`src/rtl/boreal_pkg.sv`:
```
// Shared definitions for the requant stage: scratchpad OUT region base,
// int8 saturation bounds and the FSM state encoding.
package boreal_pkg;

  localparam logic [10:0] SP_OUT_BASE = 11'h500;
  localparam int          INT8_MAX    = 127;
  localparam int          INT8_MIN    = -128;

  typedef enum logic [2:0] {
    RQ_IDLE,
    RQ_FETCH,
    RQ_DRAIN,
    RQ_QUANT,
    RQ_EMIT,
    RQ_DONE
  } rq_state_t;

endpackage

```
`src/rtl/boreal_requant.sv`:
```
// Combinational requantizer: multiply a group sum by a signed multiplier,
// round-shift right (round half toward +inf), add a zero point and saturate
// to int8.
// Ports:
//   acc    in   ACC_W   signed group sum
//   mult   in   MULT_W  signed multiplier
//   shift  in   5       right-shift amount 0..31
//   zp     in   8       signed zero point
//   q8     out  8       saturated int8 result
module boreal_requant
  import boreal_pkg::*;
#(
  parameter int ACC_W  = 40,
  parameter int MULT_W = 16
) (
  input  logic signed [ACC_W-1:0]  acc,
  input  logic signed [MULT_W-1:0] mult,
  input  logic        [4:0]        shift,
  input  logic signed [7:0]        zp,
  output logic signed [7:0]        q8
);

  localparam int P_W = ACC_W + MULT_W;
  // One extra bit so the rounding bias and zero point can never overflow.
  localparam int S_W = P_W + 1;

  localparam logic signed [S_W-1:0] SAT_HI = S_W'(INT8_MAX);
  localparam logic signed [S_W-1:0] SAT_LO = S_W'(INT8_MIN);

  logic signed [P_W-1:0] prod;
  logic signed [S_W-1:0] bias;
  logic signed [S_W-1:0] rounded;
  logic signed [S_W-1:0] shifted;
  logic signed [S_W-1:0] with_zp;

  assign prod    = P_W'(acc) * P_W'(mult);
  assign bias    = (shift == 5'd0) ? '0 : (S_W'(1) <<< (shift - 5'd1));
  assign rounded = S_W'(prod) + bias;
  assign shifted = rounded >>> shift;
  assign with_zp = shifted + S_W'(zp);

  always_comb begin
    q8 = with_zp[7:0];
    if (with_zp > SAT_HI) begin
      q8 = 8'(INT8_MAX);
    end else if (with_zp < SAT_LO) begin
      q8 = 8'(INT8_MIN);
    end
  end

endmodule

```
`src/rtl/boreal_vec_requant.sv`:
```
// Requant stage of the vector MAC engine. Reads signed 32-bit products from
// the scratchpad, sums each group of 1<<group_log2 products, requantizes the
// sum to int8 and emits one result per group on a valid/ready stream.
// Ports:
//   clk, rst                    clock, synchronous active-high reset
//   start                       start pulse (sampled only when idle)
//   base_addr/len/group_log2    read window and grouping
//   q_mult/q_shift/q_zp         requant parameters
//   rd_en/rd_addr/rd_data       scratchpad read port (1-cycle latency)
//   out_valid/out_ready/out_data  int8 result stream
//   busy/done/err               status
module boreal_vec_requant
  import boreal_pkg::*;
#(
  parameter int SP_AW  = 11,
  parameter int ACC_W  = 40,
  parameter int MULT_W = 16
) (
  input  logic              clk,
  input  logic              rst,
  input  logic              start,
  input  logic [SP_AW-1:0]  base_addr,
  input  logic [15:0]       len,
  input  logic [2:0]        group_log2,
  input  logic [MULT_W-1:0] q_mult,
  input  logic [4:0]        q_shift,
  input  logic [7:0]        q_zp,
  output logic              rd_en,
  output logic [SP_AW-1:0]  rd_addr,
  input  logic [31:0]       rd_data,
  output logic              out_valid,
  input  logic              out_ready,
  output logic [7:0]        out_data,
  output logic              busy,
  output logic              done,
  output logic              err
);

  rq_state_t state_reg, state_next;

  logic [SP_AW-1:0]  addr_reg;
  logic [7:0]        cnt_reg;
  logic [7:0]        g_last_reg;
  logic [15:0]       groups_reg;
  logic [ACC_W-1:0]  acc_reg;
  logic [MULT_W-1:0] mult_reg;
  logic [4:0]        shift_reg;
  logic [7:0]        zp_reg;
  logic [7:0]        q_reg;
  logic              rd_valid_reg;
  logic              err_reg;

  logic [15:0] len_mask;
  logic        cfg_ok;
  logic        accept;
  logic [7:0]  q8;

  // len must be a non-zero whole number of groups.
  assign len_mask = (16'd1 << group_log2) - 16'd1;
  assign cfg_ok   = (len != 16'd0) && ((len & len_mask) == 16'd0);
  assign accept   = (state_reg == RQ_IDLE) && start && cfg_ok;

  always_ff @(posedge clk) begin
    if (rst) begin
      state_reg <= RQ_IDLE;
    end else begin
      state_reg <= state_next;
    end
  end

  always_comb begin
    state_next = state_reg;
    rd_en      = 1'b0;
    out_valid  = 1'b0;
    done       = 1'b0;
    busy       = (state_reg != RQ_IDLE);
    case (state_reg)
      RQ_IDLE:  if (accept) state_next = RQ_FETCH;
      RQ_FETCH: begin
        rd_en = 1'b1;
        if (cnt_reg == g_last_reg) state_next = RQ_DRAIN;
      end
      RQ_DRAIN: state_next = RQ_QUANT;
      RQ_QUANT: state_next = RQ_EMIT;
      RQ_EMIT: begin
        out_valid = 1'b1;
        if (out_ready) state_next = (groups_reg == 16'd1) ? RQ_DONE : RQ_FETCH;
      end
      RQ_DONE: begin
        done       = 1'b1;
        state_next = RQ_IDLE;
      end
      default:  state_next = RQ_IDLE;
    endcase
  end

  always_ff @(posedge clk) begin
    if (rst) begin
      addr_reg     <= '0;
      cnt_reg      <= '0;
      g_last_reg   <= '0;
      groups_reg   <= '0;
      acc_reg      <= '0;
      mult_reg     <= '0;
      shift_reg    <= '0;
      zp_reg       <= '0;
      q_reg        <= '0;
      rd_valid_reg <= 1'b0;
      err_reg      <= 1'b0;
    end else begin
      err_reg      <= (state_reg == RQ_IDLE) && start && !cfg_ok;
      rd_valid_reg <= rd_en;

      // Read data lands one cycle after each strobe, including the cycle in DRAIN.
      if (rd_valid_reg) begin
        acc_reg <= acc_reg + ACC_W'($signed(rd_data));
      end

      case (state_reg)
        RQ_IDLE: begin
          if (accept) begin
            addr_reg   <= base_addr;
            cnt_reg    <= '0;
            g_last_reg <= (8'd1 << group_log2) - 8'd1;
            groups_reg <= len >> group_log2;
            acc_reg    <= '0;
            mult_reg   <= q_mult;
            shift_reg  <= q_shift;
            zp_reg     <= q_zp;
          end
        end
        RQ_FETCH: begin
          // Pointer carries over between groups; wraps naturally at SP_AW bits.
          addr_reg <= addr_reg + 1'b1;
          cnt_reg  <= cnt_reg + 8'd1;
        end
        RQ_QUANT: q_reg <= q8;
        RQ_EMIT: begin
          if (out_ready) begin
            groups_reg <= groups_reg - 16'd1;
            cnt_reg    <= '0;
            acc_reg    <= '0;
          end
        end
        default: ;
      endcase
    end
  end

  boreal_requant #(
    .ACC_W (ACC_W),
    .MULT_W(MULT_W)
  ) u_requant (
    .acc  (acc_reg),
    .mult (mult_reg),
    .shift(shift_reg),
    .zp   (zp_reg),
    .q8   (q8)
  );

  assign rd_addr  = addr_reg;
  assign out_data = q_reg;
  assign err      = err_reg;

endmodule

```
`config.mk`:
```
export PLATFORM = sky130hd
export DESIGN_NAME = boreal_vec_requant
export DESIGN_NICKNAME = d
export VERILOG_FILES = /design/src/rtl/boreal_pkg.sv /design/src/rtl/boreal_requant.sv /design/src/rtl/boreal_vec_requant.sv
export SDC_FILE = /design/constraint.sdc
export NUM_CORES = 2
export LEC_CHECK = 0
export CORE_MARGIN = 8
export CORE_UTILIZATION = 55
export DETAILED_ROUTE_END_ITERATION = 6
export PLACE_DENSITY = 0.72
export REMOVE_ABC_BUFFERS = 1
export SLEW_MARGIN = 40
export SYNTH_ARGS = -nofsm -noshare
export SYNTH_HDL_FRONTEND = slang
export SYNTH_HIERARCHICAL = 1
export SYNTH_SLANG_ARGS = --single-unit
```
`constraint.sdc`:
```
create_clock -name clk -period 33.6 [get_ports clk]
set_input_delay 6.72 -clock clk [delete_from_list [all_inputs] [get_ports clk]]
set_output_delay 6.72 -clock clk [all_outputs]
set_load 0.05 [all_outputs]
```
==> results.yml <==
floorplan:
  dieHeight_um: 283.0
  die_w_um: 283.0
  start_util: 0.5522
  rows: 98
  die-area_um2: 80080
  num_io_pins: 119
  core_um2: 71000
min_path:
  whs_path_depth: 2
  holdPathEnd: "rd_addr[10]"
  hold_class: "reg2reg"
  hold_start: "rd_addr[10]"
final_layout:
  fill_cells: 6382
  final_layout_size_suffix_gt1_frac: 0.04194
  layout.cells.most_common_list: "fa_1 (637), inv_1 (609), nand2_1 (489)"
  area_delta_synth_final_pct: 5.786
  finish.utilization: 0.5842
  final_common_cell: "fa_1"
  fin_cells: 5629
  largest_reg_flops: 40
  nets: 5629
  seq_area_um2: 2540
  multiInputGateArea_um2: 33350
detailed_routing:
  drt-initial-drc-count: 2984
  drc_errors: 0
  drt_first_pass_iters: 6
  wirelength_um: 117000
  avgRoutedWirePerCell_um: 20.78
  vias_per_cell: 6.109
  ant_nets: 0
  via_count: 34386
timing:
  finalWorstSetupSlack_ps: 20770
  slew_headroom: 0.4171
  tns_ps: 0
  report.final.slew_viol_count: 0
  setup_viol: 0
  skew_ps: 16.73
  tightest_slew_ps: 873.1
  period_needed_ps: 12830
  rsz0062_at_grt: "false"
  final-hold-violation-count: 0
  period_share: 0.3818
  fmax_ghz: 0.07795
clock_tree:
  clock_sinks: 125
  cts_tree: "done"
  clockBufferDepth: 2
  cts_resized: 0
  clock-root-buffer: "clkbuf_16"
  clk_pin_slew_ps: 70
  cts_buffers: 17
  worstSkewPairLatency_ps: 480
  post-cts-setup-buffers: 0
  htreeDepth: 4
  cts_hold_buf: 0
synth:
  ys_seq_elements: 125
  synth_ff_type: "dfxtp_1"
  async_flop_share: 0
  netlist_area_um2: 39200
  yosys_warnings: 6
  avgSynthCellArea_um2: 8.236
  seq_area_frac_synth: 0.06383
  synth_edf_count: 0
  syn_inst: 4760
  synth.distinct_cells: 97
setup_path:
  cp_common_cell: "fa_1"
  reg2reg_from: "mult_reg[6]"
  crit_slowest_cell: "dfxtp_1"
  cp_max_fo: 36
  crit_arrival_ps: 13170
  worstPathRequired_ps: 33940
  rr_worst_depth: 38
  max_stage_delay_ps: 610
  rr_endpoint: "out_data[5]"
  start_kind: "register"
  r2r_slack_ps: 20770
  path_class: "reg2reg"
  crit_path_end_kind: "register"
pwr:
  power.density_nw_per_um2: 17.34
  p_leak_nw: 17.82
  ir_drop_v: 0.00003721
  total_power_mw: 0.7189
grt:
  antenna_found_initial: 8
  grt_use_total: 0.2881
  overflow: 0
  grt_first_pass_wirelength_um: 189300
  grt_max_degree: 86
  grt_pass1_vias: 34661
placed_design:
  dp_cells: 5590
  pre_cts_ws_ps: 20860
  hpwlAfterDp_um: 90700
  gp_congestion: 1.019
  port_buffers: 118
status:
  run_status: "completed"
job:
  maxCapViolations: 0
## per-layer routing
| layer | part of all wire | vias to the layer above | global-route usage |
|---|---|---|---|
| li1 | - | 15594 | - |
| met1 | 0.42 | 17044 | 0.3825 |
| met2 | 0.47 | 1476 | 0.4717 |
| met3 | 0.074 | 268 | 0.05259 |
| met4 | 0.034 | 4 | 0.09883 |
| met5 | 0.00022 | - | 0 |
## critical path: cells and delay by family (launching register included)
kind	cells	cell delay, ps
compound gates	14	4310
fa+ha+maj	8	3720
simple gates	7	1610
mux	5	1410
buf+inv	3	730
flops	1	610
xor+xnor	1	250
## cell usage after synthesis (17+ instances only)
library cell / instances / area share
o211ai_1: 36 / 0.0069
inv_1: 609 / 0.058
mux2_2: 36 / 0.010
o21a_1: 36 / 0.0069
a211oi_1: 56 / 0.011
clkbuf_1: 229 / 0.022
o31ai_1: 19 / 0.0036
ha_1: 237 / 0.076
dfxtp_1: 125 / 0.064
mux2i_1: 180 / 0.046
xor2_1: 58 / 0.013
nand3_1: 76 / 0.0097
a21o_1: 83 / 0.016
o21bai_1: 17 / 0.0033
a21oi_1: 254 / 0.032
and3_1: 43 / 0.0069
buf_2: 25 / 0.0032
fa_1: 637 / 0.33
nand2_1: 489 / 0.047
a31oi_1: 36 / 0.0057
nor4_1: 27 / 0.0043
nand2b_1: 25 / 0.0040
nor2_1: 324 / 0.031
o21ai_0: 171 / 0.022
nor3_1: 80 / 0.010
nand4_1: 38 / 0.0061
xnor2_1: 77 / 0.017
nor2b_1: 22 / 0.0035
and2_1: 400 / 0.064
## logic make-up after synthesis
family	share of synthesized area
AND/OR/NAND/NOR	0.2018
AO/OA/AOI/OAI	0.1514
buffers and inverters	0.08690
adder cells (fa/ha/maj)	0.4009
multiplexers	0.06492
XOR/XNOR	0.03016
flip-flops	0.06383
other	0.00009565
## how the worst max path moves through the flow
stage | from | to | slack [ps] | depth (start not counted)
2_1_floorplan | shift_reg[1] | out_data[0] | 20800 | 38
3_3_place_gp | shift_reg[1] | out_data[0] | 20750 | 41
3_5_place_dp | shift_reg[1] | out_data[5] | 20860 | 41
4_1_cts | mult_reg[4] | out_data[5] | 20810 | 40
5_1_grt | shift_reg[1] | out_data[2] | 20110 | 41
6_report | mult_reg[6] | out_data[5] | 20770 | 38
## cell type report
cell class | count | share of cell area
repair buffers | 157 | 0.03545
diodes | 6 | 0.0003620
well taps | 950 | 0.02866
clock inverters | 13 | 0.003500
inverters | 615 | 0.05566
multi-input cells | 3744 | 0.8042
clock buffers | 19 | 0.01095
flip-flops and latches | 125 | 0.06124
## report_power, final
group,switching [mW],internal (mW)
Combinational,0.194,0.117
Clock,0.0909,0.109
Sequential,0.0463,0.161
## stage by stage
stage	instance area [um^2]	hold slack (ps)
6_report	41470	473.0
5_1_grt	41460	500.1
4_1_cts	41420	471.4
3_5_place_dp	40820	459.7
3_3_place_gp	40780	449.3
2_1_floorplan	38110	442.0
Note: power is estimated with default switching activity, not from simulation.
